## src/rtl/hololink_apb_regfile.sv

```systemverilog
// APB register file: word 0 is a read-only ID, words 1..N_REG-1 are RW with byte strobes.
// Define HOLOLINK_APB_REGFILE_WAIT_EN to insert one wait state per transfer.
module hololink_apb_regfile #(
    parameter int          N_REG       = 16,
    parameter logic [31:0] REG_ID      = 32'h4846_0001,
    parameter logic [31:0] REG_RST_VAL = 32'h0000_0000
) (
    input  logic                  i_apb_clk,
    input  logic                  i_apb_rst,
    input  logic                  i_apb_psel,
    input  logic                  i_apb_penable,
    input  logic                  i_apb_pwrite,
    input  logic [31:0]           i_apb_paddr,
    input  logic [31:0]           i_apb_pwdata,
    input  logic [3:0]            i_apb_pstrb,
    output logic                  o_apb_pready,
    output logic [31:0]           o_apb_prdata,
    output logic                  o_apb_pserr,
    output logic [32*N_REG-1:0]   o_reg,
    output logic [N_REG-1:0]      o_wr_stb
);

`ifdef HOLOLINK_APB_REGFILE_WAIT_EN
    localparam bit WAIT_EN = 1'b1;
`else
    localparam bit WAIT_EN = 1'b0;
`endif

    typedef enum logic [1:0] {IDLE, WAIT, DONE} state_t;

    state_t                 r_state, w_state_nxt;
    logic                   r_rst_q;
    logic [31:0]            r_addr, r_wdata;
    logic [3:0]             r_strb;
    logic                   r_write;
    logic [N_REG-1:1][31:0] r_reg;
    logic [N_REG-1:0]       r_wr_stb;

    logic        w_setup, w_valid, w_done, w_commit, w_err;
    logic [5:0]  w_idx;
    logic [31:0] w_rd_word;

    // Setups in the first cycle after reset are ignored.
    assign w_setup  = i_apb_psel & ~i_apb_penable & ~r_rst_q;
    assign w_idx    = r_addr[7:2];
    assign w_valid  = (r_addr[1:0] == 2'b00) && (r_addr[31:8] == 24'd0) && (int'(w_idx) < N_REG);
    assign w_done   = (r_state == DONE) && i_apb_psel && !i_apb_rst;
    assign w_commit = w_done && r_write && w_valid && (w_idx != 6'd0) && (r_strb != 4'd0);
    assign w_err    = r_write ? (!w_valid || w_idx == 6'd0) : !w_valid;

    always_comb begin
        w_rd_word = '0;
        if (w_valid) begin
            if (w_idx == 6'd0) w_rd_word = REG_ID;
            for (int i = 1; i < N_REG; i++)
                if (w_idx == 6'(i)) w_rd_word = r_reg[i];
        end
    end

    assign o_apb_pready = w_done;
    assign o_apb_pserr  = w_done & w_err;
    assign o_apb_prdata = (w_done && !r_write) ? w_rd_word : 32'd0;

    always_comb begin
        w_state_nxt = r_state;
        case (r_state)
            IDLE:    if (w_setup) w_state_nxt = WAIT_EN ? WAIT : DONE;
            WAIT:    w_state_nxt = i_apb_psel ? DONE : IDLE;
            DONE:    w_state_nxt = IDLE;
            default: w_state_nxt = IDLE;
        endcase
    end

    always_ff @(posedge i_apb_clk) begin
        r_rst_q <= i_apb_rst;
        if (i_apb_rst) begin
            r_state <= IDLE;
            r_addr  <= '0;
            r_wdata <= '0;
            r_strb  <= '0;
            r_write <= 1'b0;
        end else begin
            r_state <= w_state_nxt;
            if (r_state == IDLE && w_setup) begin
                r_addr  <= i_apb_paddr;
                r_wdata <= i_apb_pwdata;
                r_strb  <= i_apb_pstrb;
                r_write <= i_apb_pwrite;
            end
        end
    end

    always_ff @(posedge i_apb_clk) begin
        r_wr_stb <= '0;
        for (int i = 1; i < N_REG; i++) begin
            if (i_apb_rst) begin
                r_reg[i] <= REG_RST_VAL;
            end else if (w_commit && w_idx == 6'(i)) begin
                r_wr_stb[i] <= 1'b1;
                for (int b = 0; b < 4; b++)
                    if (r_strb[b]) r_reg[i][8*b +: 8] <= r_wdata[8*b +: 8];
            end
        end
    end

    // Outputs are forced to their reset values for the whole time reset is held.
    assign o_reg[31:0] = REG_ID;
    for (genvar gi = 1; gi < N_REG; gi++) begin : g_oreg
        assign o_reg[32*gi +: 32] = i_apb_rst ? REG_RST_VAL : r_reg[gi];
    end
    assign o_wr_stb = i_apb_rst ? '0 : r_wr_stb;

endmodule
```

## config.mk

```make
export PLATFORM = sky130hd
export DESIGN_NAME = hololink_apb_regfile
export DESIGN_NICKNAME = d
export VERILOG_FILES = /design/src/rtl/hololink_apb_regfile.sv
export SDC_FILE = /design/constraint.sdc
export NUM_CORES = 2
export LEC_CHECK = 0
export BUFFER_PORTS_ARGS = -buffer_cell sky130_fd_sc_hd__buf_2
export CAP_MARGIN = 30
export CORE_ASPECT_RATIO = 0.75
export CORE_UTILIZATION = 30
export DETAILED_ROUTE_END_ITERATION = 7
export SLEW_MARGIN = 20
export SYNTH_ARGS = -nofsm -noshare
export SYNTH_HDL_FRONTEND = slang
export SYNTH_SLANG_ARGS = --single-unit
```

## constraint.sdc

```tcl
create_clock -name i_apb_clk -period 4.45 [get_ports i_apb_clk]
set_clock_uncertainty 0.05 [all_clocks]
set_input_delay 0.2225 -clock i_apb_clk [delete_from_list [all_inputs] [get_ports i_apb_clk]]
set_output_delay 0.2225 -clock i_apb_clk [all_outputs]
set_load 0.01 [all_outputs]
```

Yosys cells after proc, flatten, opt, wreduce, memory -nomap -nowiden
Index checks and enable logic that the tools add are counted.

Register bits after elaboration: 567. Bits of input ports: 73. Output and inout bits: 562. Word-level logic and storage cells: 239.

$lt $le $gt $ge: 1. Eq/ne operators: 18. Muxes and demuxes: 53. Bitwise logic cells: 5. Reduce and logical (&&, ||, !) cells: 95.

Operator list (number): two-way mux 32 bit (32); AND reduction 2 bit (60); == test 6 x 4 -> 1 bit (second input constant) (8); two-way mux 31 bit (1); logical AND 1 bit (25); == test 6 x 3 -> 1 bit (second input constant) (4); zero test 24 bit (1); two-way mux 1 bit (16); two-way mux 16 bit (1); == test 6 x 2 -> 1 bit (second input constant) (2); == test 6 x 1 -> 1 bit (second input constant) (1); zero test 6 bit (1); < comparator 6 x 5 -> 1 bit (second input constant) (1); nonzero test 6 bit (1); zero test 2 bit (2); two-way mux 2 bit (2); case mux 2 bit (2 select lines) (1); nonzero test 4 bit (1); bitwise AND 1 bit (3); zero test 1 bit (3); == test 2 x 1 -> 1 bit (second input constant) (1); == test 2 bit (second input constant) (1); inequality test 2 bit (second input constant) (1); NOT 1 bit (2); logical OR 1 bit (1).

Depth between registers and ports, before layout
Depth after elaboration: 19. Gate-level depth with buffers: 10. Depth with buffers taken out: 7.

Worst setup path after synthesis
OpenSTA, ideal clock, no wires.

Path type: register to output. Start: reg r_addr[6]. End: out o_apb_prdata[1]. Arrival time: 2.054 ns. Data required time: 4.178 ns. Slack: 2.123 ns. Cell stages (with the launch flop): 10. Buffers on the path: 3. Cells stage by stage: dfxtp_1 -> buf_2 -> or4b_1 -> buf_6 -> nor2_4 -> buf_6 -> nand2_1 -> nand4_1 -> a21oi_1 -> a2111oi_2.

Cells in the longest elaborated chain, start to end: 18. Elaborated cells between the ends (all ways): 34. Those cells by class: 1 x order compare; 15 x eq/ne; 17 x mux; 1 x reduce/logical.

Ends and longest elaborated chain: from (decl) (RTL line 33) `logic [31:0] r_addr, r_wdata;`; from (signal assigned) (RTL line 85) `r_addr <= i_apb_paddr;`; == test 6 x 1 -> 1 bit (RTL line 56) `if (w_idx == 6'(i)) w_rd_word = r_reg[i];`; two-way mux 32 bit (15 in series) (RTL line 56); two-way mux 32 bit * (RTL line 53) `if (w_valid) begin`; two-way mux 32 bit * (RTL line 62) `assign o_apb_prdata = (w_done && !r_write) ? w_rd_word : 32'd0;`; to (decl) (RTL line 17) `output logic [31:0] o_apb_prdata,`.

Every way passes the cells marked *; elsewhere a longest branch is shown, timed or not.

Worst setup path after layout
Start: reg r_addr[3]. End: out o_apb_prdata[14].

The elaborated chain is that of the path after synthesis.

==> flow_summary.yaml <==
clocking:
  clock_latency_ns: 0.65
  cts_setup_buffers: 0
  htreeDepth: 2
  clock_sinks: 566
  cts_tree: "done"
  cts_root_buffer: "clkbuf_16"
  cts_made_buffers: 60
  cts_buffer_depth: 3
  cts.clk_slew.worst_paths_ns: 0.06
global_route:
  grt_pass1_wl_um: 176600
  grtUsageTotal: 0.2755
  grt_pass1_vias: 24050
  grt.overflow.total: 0
  grt_max_degree: 161
  antenna_found_initial: 6
timing:
  fmax_ghz: 0.2334
  setup_viol: 0
  fin_crit_sh: 0.9627
  fin_crit_ns: 4.284
  timing.final.max_slew_violations: 0
  max_slew_margin: 0.3277
  hold_viol_final: 0
  fin_tns_setup_ns: 0
  tightest_slew_ns: 1.008
  rsz0062_at_grt: "no"
worst_setup_path:
  crit_fanout: 42
  worstPathArrival_ns: 4.01
  r2r_slack_ns: 1.02
  criticalPathCategory: "reg -> out"
  cp-start-kind: "flip-flop"
  end_kind: "output pin"
  critPathRequiredTime_ns: 4.18
synth:
  netlist_area_mm2: 0.02632
  synthCells: 3236
  ys_async_sr_fraction: 0
  ys_seq_area_frac: 0.4305
  synth.avg_cell_area_um2: 8.134
  synth_top_flop_cell: "dfxtp_1"
  synth_edf_count: 0
  synth-seq-cells: 566
  synth.distinct_cells: 75
  yosys_warnings: 0
floorplanning:
  die_y_um: 258.5
  initial_utilization: 0.3049
  rows: 93
  io_pins: 635
  die_area_mm2: 0.08894
  core_mm2: 0.08634
  die_x_um: 344.0
layout:
  final_common_cell: "nand2_1"
  largest_reg_flops: 480
  layout.nets: 3890
  drive_above_1_share: 0.2405
  area_delta_synth_final_pct: 25.42
  fin_util: 0.3824
  final_cell_mix: "nand2_1 (701), buf_2 (600), dfxtp_1 (563), nor2b_1 (496), o21ai_0 (300)"
power_and_ir_drop:
  leakagePower_uw: 0.01382
  power_density_mw_per_mm2: 329.6
  ir_drop_v: 0.0002498
route:
  routed_wl_um: 127700
  drc: 0
  firstDrtPassIters: 6
  via_count: 25820
  ant_nets: 0
  viasPerCell: 5.159
  wl_per_cell_um: 25.51
  initialDrtViolationCount: 2500
placement:
  place_hpwl_um: 95460
  gp_congestion: 0.9312
  io_buffers: 601
worst_hold_path:
  min_path_type: "in -> reg"
job:
  maxCapViolations: 0
outcome:
  run_status: "finished, final reports clean"
-- layer usage --
metal	wire length, um	track usage	up-vias
li1	-	-	12160
met1	51690	0.3530	12270
met2	60350	0.4611	1200
met3	11820	0.06015	189
met4	3797	0.08174	0
met5	0	0	-
-- stage by stage --
| stage | instances | setup WS [ns] | instance area, um^2 | total power, uW | hold slack, ns |
|---|---|---|---|---|---|
| 2_1_floorplan | 3267 | 2.123 | 26440 | 5516 | 0.2002 |
| 3_3_place_gp | 4798 | 0.7390 | 30000 | 5701 | 0.3952 |
| 3_5_place_dp | 4799 | 0.7081 | 30030 | 5706 | 0.3969 |
| 4_1_cts | 5001 | 0.03001 | 32970 | 10950 | 0.1875 |
| 6_report | 5005 | 0.1660 | 33010 | 10880 | 0.2303 |
| 5_1_grt | 5002 | 0.05212 | 33010 | 11210 | 0.2587 |
-- layout make-up --
type | instances | area (um^2)
flip-flops and latches | 566 | 11340
clock inverters | 25 | 295.3
repair buffers | 776 | 4647
multi-input cells | 2403 | 13560
inverters | 10 | 37.54
diodes | 3 | 7.507
clock buffers | 82 | 1697
fillers | 9038 | 53330
well taps | 1140 | 1426
-- cell usage after synthesis (all sizes together), types with 14 or more instances --
cell,n,area share
a211oi,21,0.0060
buf,138,0.038
o21ai,564,0.11
a21oi,127,0.024
clkbuf,150,0.021
o22ai,41,0.0097
mux2,43,0.018
nor2,60,0.012
nand2b,42,0.010
nor4,14,0.0068
dfxtp,566,0.43
a22oi,38,0.011
a221oi,32,0.011
mux2i,27,0.010
nand2,741,0.12
nor2b,497,0.12
-- report_power, final --
part / switching, uW / internal [uW] / total (uW)
sequential: 24.2 / 5090 / 5110
combinational: 376 / 173 / 549
clock: 2270 / 2960 / 5220
total: 2670 / 8220 / 10900
-- cells by family after synthesis --
group                  after synthesis  synth area share
AOI/OAI and AO/OA                  887            0.1929
buffers and inverters              298           0.06127
DFF                                566            0.4305
muxes                               81           0.03807
other                                2         0.0002853
and+or+nand+nor                   1402            0.2770
-- what timing repair did --
item / CTS / global route
hold buffers: 95 / 0
endpoints found under the setup margin: 0 / 4
gates resized for setup: 0 / 2
endpoints found under the hold margin: 71 / 0
-- final timing paths --
path,start,end,cells after the start
worst max register to register,r_addr[3]$_SDFFE_PP0P_,r_reg[401]$_SDFFE_PP0P_,7
worst min-delay path,i_apb_penable,r_addr[29]$_SDFFE_PP0P_,5
worst min register to register,r_wdata[0]$_SDFFE_PP0P_,r_wdata[0]$_SDFFE_PP0P_,2
worst max-delay path,r_addr[3]$_SDFFE_PP0P_,o_apb_prdata[14],7
-- critical path, cell delays in order, from the launching register on --
cell and delay, ns:
dfxtp_4 0.80, nand2_1 0.62, nor2_2 0.70, buf_4 0.36, a221oi_1 0.11, a32o_1 0.25, a21oi_1 0.27, buf_2 0.19
Power figures use the tool's default switching activity.
